File: src/rtl/mem_access_unit.sv
// Load/store unit between the CPU memory stage and a 64-bit RAM port; narrow stores use read-modify-write.
// Optional build macro LSU_MISALIGN_TRAP_EN: misaligned requests answer with an error and touch no RAM.
module mem_access_unit #(
  parameter int MEM_SIZE = 524288
) (
  input  logic        clk,
  input  logic        reset,
  input  logic        req_valid,
  output logic        req_ready,
  input  logic        req_write,
  input  logic [1:0]  req_size,
  input  logic        req_signed,
  input  logic [63:0] req_addr,
  input  logic [63:0] req_wdata,
  output logic        resp_valid,
  output logic [63:0] resp_rdata,
  output logic        resp_error,
  output logic [2:0]  ram_state,
  output logic [63:0] ram_addr,
  output logic [63:0] ram_wdata,
  output logic        ram_write_en,
  input  logic [63:0] ram_rdata,
  input  logic        ram_error
);

  typedef enum logic [2:0] {
    ST_IDLE  = 3'd0,
    ST_LOAD  = 3'd1,
    ST_MERGE = 3'd2,
    ST_WRITE = 3'd3,
    ST_RESP  = 3'd4
  } state_t;

  localparam logic [63:0] LAST_DW_ADDR = 64'(MEM_SIZE) - 64'd8;
  localparam logic [2:0]  RAM_ST_IDLE  = 3'b000;
  localparam logic [2:0]  RAM_ST_WRITE = 3'b100;

  function automatic logic [63:0] load_extend(input logic [63:0] d, input logic [1:0] sz,
                                              input logic sg);
    logic [63:0] r;
    case (sz)
      2'd0:    r = {{56{sg & d[7]}}, d[7:0]};
      2'd1:    r = {{48{sg & d[15]}}, d[15:0]};
      2'd2:    r = {{32{sg & d[31]}}, d[31:0]};
      default: r = d;
    endcase
    return r;
  endfunction

  function automatic logic [63:0] store_merge(input logic [63:0] old_d, input logic [63:0] new_d,
                                              input logic [1:0] sz);
    logic [63:0] r;
    case (sz)
      2'd0:    r = {old_d[63:8], new_d[7:0]};
      2'd1:    r = {old_d[63:16], new_d[15:0]};
      2'd2:    r = {old_d[63:32], new_d[31:0]};
      default: r = new_d;
    endcase
    return r;
  endfunction

  // Same bound the RAM applies; lets a dword store decide its write enable before WRITE begins.
  function automatic logic in_range(input logic [63:0] a);
    return (a <= LAST_DW_ADDR);
  endfunction

`ifdef LSU_MISALIGN_TRAP_EN
  function automatic logic misaligned(input logic [63:0] a, input logic [1:0] sz);
    logic r;
    case (sz)
      2'd1:    r = a[0];
      2'd2:    r = |a[1:0];
      2'd3:    r = |a[2:0];
      default: r = 1'b0;
    endcase
    return r;
  endfunction
`endif

  state_t      state_r, next_state_s;
  logic [1:0]  size_r;
  logic        signed_r;
  logic [63:0] wdata_r;
  logic        accept_s;
  logic        misalign_s;

  logic        resp_valid_r, resp_valid_s;
  logic [63:0] resp_rdata_r, resp_rdata_s;
  logic        resp_error_r, resp_error_s;
  logic [2:0]  ram_state_r, ram_state_s;
  logic [63:0] ram_addr_r, ram_addr_s;
  logic [63:0] ram_wdata_r, ram_wdata_s;
  logic        ram_we_r, ram_we_s;

  assign req_ready = (state_r == ST_IDLE) & ~reset;
  assign accept_s  = req_valid & req_ready;

`ifdef LSU_MISALIGN_TRAP_EN
  assign misalign_s = misaligned(req_addr, req_size);
`else
  assign misalign_s = 1'b0;
`endif

  // State register.
  always_ff @(posedge clk or posedge reset) begin
    if (reset) begin
      state_r <= ST_IDLE;
    end else begin
      state_r <= next_state_s;
    end
  end

  // Next-state decode.
  always_comb begin
    next_state_s = state_r;
    case (state_r)
      ST_IDLE: begin
        if (accept_s) begin
          if (misalign_s) begin
            next_state_s = ST_RESP;
          end else if (!req_write) begin
            next_state_s = ST_LOAD;
          end else if (req_size == 2'd3) begin
            next_state_s = ST_WRITE;
          end else begin
            next_state_s = ST_MERGE;
          end
        end else begin
          next_state_s = ST_IDLE;
        end
      end
      ST_LOAD:  next_state_s = ST_RESP;
      ST_MERGE: next_state_s = ram_error ? ST_RESP : ST_WRITE;
      ST_WRITE: next_state_s = ST_RESP;
      ST_RESP:  next_state_s = ST_IDLE;
      default:  next_state_s = ST_IDLE;
    endcase
  end

  // Next values of the registered outputs; response fields hold outside the pulse.
  always_comb begin
    resp_valid_s = 1'b0;
    resp_rdata_s = resp_rdata_r;
    resp_error_s = resp_error_r;
    ram_state_s  = RAM_ST_IDLE;
    ram_we_s     = 1'b0;
    ram_addr_s   = ram_addr_r;
    ram_wdata_s  = ram_wdata_r;
    case (state_r)
      ST_IDLE: begin
        if (accept_s) begin
          ram_addr_s = req_addr;
          if (misalign_s) begin
            resp_valid_s = 1'b1;
            resp_rdata_s = 64'd0;
            resp_error_s = 1'b1;
          end else if (req_write && (req_size == 2'd3)) begin
            ram_wdata_s = req_wdata;
            ram_we_s    = in_range(req_addr);
            ram_state_s = in_range(req_addr) ? RAM_ST_WRITE : RAM_ST_IDLE;
          end else begin
            ram_wdata_s = ram_wdata_r;
          end
        end else begin
          ram_addr_s = ram_addr_r;
        end
      end
      ST_LOAD: begin
        resp_valid_s = 1'b1;
        if (ram_error) begin
          resp_rdata_s = 64'd0;
          resp_error_s = 1'b1;
        end else begin
          resp_rdata_s = load_extend(ram_rdata, size_r, signed_r);
          resp_error_s = 1'b0;
        end
      end
      ST_MERGE: begin
        if (ram_error) begin
          resp_valid_s = 1'b1;
          resp_rdata_s = 64'd0;
          resp_error_s = 1'b1;
        end else begin
          ram_wdata_s = store_merge(ram_rdata, wdata_r, size_r);
          ram_we_s    = 1'b1;
          ram_state_s = RAM_ST_WRITE;
        end
      end
      ST_WRITE: begin
        resp_valid_s = 1'b1;
        resp_rdata_s = 64'd0;
        resp_error_s = ram_error;
      end
      ST_RESP: begin
        resp_valid_s = 1'b0;
      end
      default: begin
        resp_valid_s = 1'b0;
      end
    endcase
  end

  // Request fields and registered outputs; reset drops the write enable asynchronously.
  always_ff @(posedge clk or posedge reset) begin
    if (reset) begin
      size_r       <= 2'd0;
      signed_r     <= 1'b0;
      wdata_r      <= 64'd0;
      resp_valid_r <= 1'b0;
      resp_rdata_r <= 64'd0;
      resp_error_r <= 1'b0;
      ram_state_r  <= RAM_ST_IDLE;
      ram_addr_r   <= 64'd0;
      ram_wdata_r  <= 64'd0;
      ram_we_r     <= 1'b0;
    end else begin
      if (accept_s) begin
        size_r   <= req_size;
        signed_r <= req_signed;
        wdata_r  <= req_wdata;
      end
      resp_valid_r <= resp_valid_s;
      resp_rdata_r <= resp_rdata_s;
      resp_error_r <= resp_error_s;
      ram_state_r  <= ram_state_s;
      ram_addr_r   <= ram_addr_s;
      ram_wdata_r  <= ram_wdata_s;
      ram_we_r     <= ram_we_s;
    end
  end

  assign resp_valid   = resp_valid_r;
  assign resp_rdata   = resp_rdata_r;
  assign resp_error   = resp_error_r;
  assign ram_state    = ram_state_r;
  assign ram_addr     = ram_addr_r;
  assign ram_wdata    = ram_wdata_r;
  assign ram_write_en = ram_we_r;

endmodule

File: config.mk
export PLATFORM = sky130hd
export DESIGN_NAME = mem_access_unit
export DESIGN_NICKNAME = d
export VERILOG_FILES = /design/src/rtl/mem_access_unit.sv
export SDC_FILE = /design/constraint.sdc
export NUM_CORES = 1
export LEC_CHECK = 0
export CAP_MARGIN = 10
export CORE_MARGIN = 2
export CORE_UTILIZATION = 30
export CTS_CLUSTER_SIZE = 16
export DETAILED_ROUTE_END_ITERATION = 10
export GPL_TIMING_DRIVEN = 0
export SETUP_SLACK_MARGIN = 0.1
export SYNTH_ARGS = -nofsm -noshare
export SYNTH_HDL_FRONTEND = slang
export SYNTH_SLANG_ARGS = --single-unit
File: constraint.sdc
create_clock -name clk -period 19.9 [get_ports clk]
set_input_delay 1.99 -clock clk [delete_from_list [all_inputs] [get_ports clk]]
set_output_delay 1.99 -clock clk [all_outputs]
set_load 0.02 [all_outputs]
# --- Word-level counts from Yosys, hierarchy flattened ---
# Cells that the tools add are included.
word_totals:
  out_inout_bits: 199
  ff_bits: 268
  inputBits: 200
  elab_cells: 64
op_classes:
  n_eq_ne: 10
  n_lt_le_gt_ge: 1
  n_mux: 27
  n_bitwise: 6
  n_reduce_logical: 9
op_table:
  columns: ["cell", "n"]
  rows:
  - ["64-bit one-hot mux with 3 select lines", 3]
  - ["64-bit two-way mux", 5]
  - ["64-bit one-hot mux with 2 select lines", 1]
  - ["64-bit by 19-bit less-or-equal comparator with 1-bit output, second input constant", 1]
  - ["3-bit two-way mux", 7]
  - ["3-bit one-hot mux with 3 select lines", 1]
  - ["3-bit by 2-bit equality test with 1-bit output, second input constant", 2]
  - ["1-bit two-way mux", 6]
  - ["2-bit inequality test, second input constant", 3]
  - ["3-bit one-hot mux with 2 select lines", 1]
  - ["1-bit AND", 5]
  - ["2-bit equality test, second input constant", 2]
  - ["1-bit one-hot mux with 2 select lines", 2]
  - ["2-bit AND reduction", 2]
  - ["4-bit AND reduction", 1]
  - ["3-bit by 1-bit equality test with 1-bit output, second input constant", 1]
  - ["3-bit logical NOT", 1]
  - ["1-bit one-hot mux with 3 select lines", 1]
  - ["3-bit nonzero test", 1]
  - ["2-bit by 1-bit equality test with 1-bit output, second input constant", 1]
  - ["2-bit logical NOT", 1]
  - ["2-bit by 1-bit inequality test with 1-bit output, second input constant", 1]
  - ["2-bit nonzero test", 1]
  - ["2-bit OR reduction", 1]
  - ["2 further kinds", 2]

# --- Depth between registers and ports, before layout ---
depth:
  ltp_word: 5
  depth_mapped: 8
  ltp_nobuf: 4

# --- Worst setup path after synthesis ---
# No wires, ideal clock.
synth_timing:
  path_kind: "input-to-output"
  from: "in reset"
  to: "out req_ready"
  t_arrival_ns: 2.617
  required_ns: 17.910
  path_buffers: 0
  setup_slack_ns: 15.293
  path_stages: 1
  path_cell_list: "nor4_1"
synth_between:
  elab_chain_len: 2
synth_rtl:
  columns: ["element", "line", "rtl"]
  rows:
  - ["start: declaration", "7", "input logic reset,"]
  - ["1-bit inverter", "95", "assign req_ready = (state_r == ST_IDLE) & ~reset;"]
  - ["1-bit AND", "95", null]
  - ["end: declaration", "9", "output logic req_ready,"]
# Every way passes these cells.

# --- Worst setup path in the final report ---
# Same ends and word-level chain as after synthesis.

==> results.json <==
{
  "outcome": "complete, no violations",
  "cts_tree": "yes",
  "worst_slew_pin_slew_ns": 0.731,
  "clock.fmax_ghz": 0.183,
  "start_kind": "input pin",
  "setup_viol": 0,
  "drtIter0Drc": 479,
  "p_per_area_nw_per_um2": 138,
  "end_kind": "output port",
  "clk_pin_slew_worst_paths_ns": 0.06,
  "overflow": 0,
  "required_ns": 17.91,
  "ant_nets": 0,
  "avgSynthCellArea_um2": 9.02,
  "r2r_cells": 5,
  "finalSetupTns_ns": 0,
  "dp_hpwl_um": 31700,
  "critPathSlowestCell": "clkdlybuf4s50_1",
  "antenna_found_initial": 2,
  "clockBufferDepth": 3,
  "via_per_inst": 4.71,
  "regArea_um2": 6630,
  "synth_top_flop_cell": "dfrtp_1",
  "ys_top_cells_by_area": "dfrtp_1, nand2_1, a21o_1",
  "fin_crit_sh_pct": 27.4,
  "fin_crit_ns": 5.46,
  "async_flop_share_pct": 100,
  "critPathArrivalTime_ns": 3.47,
  "critical_path.max_fanout": 3,
  "multi_input_area_um2": 4440,
  "yosys.area.top_type": "dfrtp_1",
  "yosys.area.top_type_share_pct": 57.5,
  "drt-pass1-iter-count": 8,
  "drc": 0,
  "hold_violations": 0,
  "num_vias": 10584,
  "fin_nets": 1911,
  "yosysSeqAreaShare_pct": 57.5,
  "wire_per_inst_um": 18.7,
  "cts_hold_repair.buffers": 0,
  "grt_max_degree": 101,
  "grt_pass1_wl_um": 65400,
  "ys_warn_count": 0,
  "min_to": "ram_addr[3]",
  "mappedNetlistArea_um2": 11500,
  "maxSlewHeadroom_pct": 50.9,
  "insertion_delay_ns": 0.57,
  "cp_common_cell": "clkdlybuf4s50_1",
  "yosysMostFrequentCell": "nand2_1",
  "area_growth_syn_to_layout_pct": 49.6,
  "cts_made_buffers": 31,
  "setup.worst_path.start": "reset",
  "power.leakage_nw": 8.21,
  "crit_type": "in2out",
  "r2r_start": "state_r[2]",
  "hold_class": "reg2reg",
  "drive_gt1_share_pct": 5.99,
  "dieArea_um2": 40100,
  "start_util_pct": 30.6,
  "core_um2": 37800,
  "regToRegSetupSlack_ns": 17.56,
  "synthCells": 1279,
  "finalMaxSlewViolations": 0,
  "die_h_um": 200,
  "vdd_ir_drop_max_v": 0.0000732,
  "rsz0062_at_grt": "no",
  "cpPeakStageDelay_ns": 0.70,
  "gr-usage-all-layers_pct": 20.8,
  "fillers": 3661,
  "cts.sinks": 265,
  "ctsResizeCount": 0,
  "skew_ns": 0.00876,
  "min_path_cells": 2,
  "io_pins": 399,
  "clockRootBuffer": "clkbuf_16",
  "h-tree-depth": 1,
  "die_x_um": 200,
  "worstPathCellList": "clkdlybuf4s50_1, nor4_1, clkdlybuf4s50_1",
  "synth_common_cells": "nand2_1, dfrtp_1, nor2_1, o21ai_1, a21o_1",
  "synth-edff-count": 0,
  "first_global_vias": 11125,
  "ys_ff_latch": 265,
  "wirelength_um": 42100,
  "netlist-cell-type-count": 35,
  "final_util_pct": 45.7,
  "std_cell_rows": 71,
  "drv_cap": 0,
  "gp_congestion": 0.826,
  "hold_start": "ram_addr[3]",
  "port_buffers": 396,
  "reg2reg_to": "resp_rdata[58]",
  "post-cts-setup-buffers": 0
}
==> per-stage QoR <==
step / power [W] / std cells / instance area [um^2] / worst slack, ns / hold WS (ns)
6_report: 0.00238 / 2248 / 17300 / 14.44 / 0.471
5_1_grt: 0.00252 / 2248 / 17300 / 14.38 / 0.490
4_1_cts: 0.00240 / 2246 / 17300 / 14.42 / 0.476
3_5_place_dp: 0.00181 / 2189 / 16200 / 14.42 / 0.461
3_3_place_gp: 0.00180 / 2187 / 16100 / 6.78 / 0.456
2_1_floorplan: 0.00132 / 1280 / 11500 / 10.61 / 0.445
==> worst max path at each step <==
| stage | slack (ns) | end | cells past startpoint |
|---|---|---|---|
| 2_1_floorplan | 10.61 | ram_addr[0] | 1 |
| 3_3_place_gp | 6.78 | resp_rdata[34] | 2 |
| 3_5_place_dp | 14.42 | req_ready | 3 |
| 4_1_cts | 14.42 | req_ready | 3 |
| 5_1_grt | 14.38 | req_ready | 3 |
| 6_report | 14.44 | req_ready | 3 |
==> where the power goes <==
group	total, W	leakage [nW]	switching [W]	internal (W)
Clock	0.000584	0.516	0.000234	0.000349
Sequential	0.000848	3.37	0.000113	0.000735
Combinational	0.000945	4.32	0.000519	0.000426
Total	0.00238	8.21	0.000866	0.00151
==> metal layers <==
| metal | track usage, % | part of all wire (%) | wire length, um |
|---|---|---|---|
| met3 | 4.78 | 6.4 | 2710 |
| met1 | 26.6 | 44 | 18300 |
| met2 | 35.1 | 47 | 20000 |
| met5 | 0 | 0 | 0 |
| met4 | 6.21 | 2.6 | 1110 |
==> layout by cell type, fill, tap and decap left out, drive strengths merged <==
cell type        n
nor3             4
and3             1
diode            2
and2             2
nand3           32
nand2          526
a311oi          40
clkinvlp         2
or3b             1
nor2            73
bufinv           3
nand2b           3
a21o            58
clkinv           9
a21oi           11
mux2i           25
nor4            13
or2              2
nor4b            1
or3              2
inv              4
a41oi            1
conb             2
a21boi           1
nand4            8
clkbuf          88
nor3b            2
nor2b            2
o21ai           81
clkdlybuf4s50  396
o211ai           1
dfrtp          265
a22o            24
buf             52
==> layout make-up <==
cell class	instances	share of cell area, %
sequential	265	38.4
multi-input combinational	916	25.7
timing repair buffer	398	23.3
clock buffer	43	5.16
tap	511	3.70
buffer	95	2.65
clock inverter	14	0.892
inverter	4	0.130
antenna	2	0.0290
==> state kept, by name (all words and copies together) (netlist names) <==
name        flops
ram_state       1
ram_addr       64
size_r          2
resp_rdata     64
resp_error      1
ram_wdata      64
wdata_r        64
state_r         3
signed_r        1
resp_valid      1
==> worst max-delay path: cells and delay by family <==
kind	cells	cell delay, ns
buffers and inverters	2	1.23
AND/OR/NAND/NOR	1	0.25
==> cells by family after synthesis <==
logic type	share of synthesized area (%)
other cells	0.0325
flops	57.5
mux	2.17
compound gates	12.8
buf+inv	4.09
simple gates	23.4
Power figures use the tool's default switching activity.
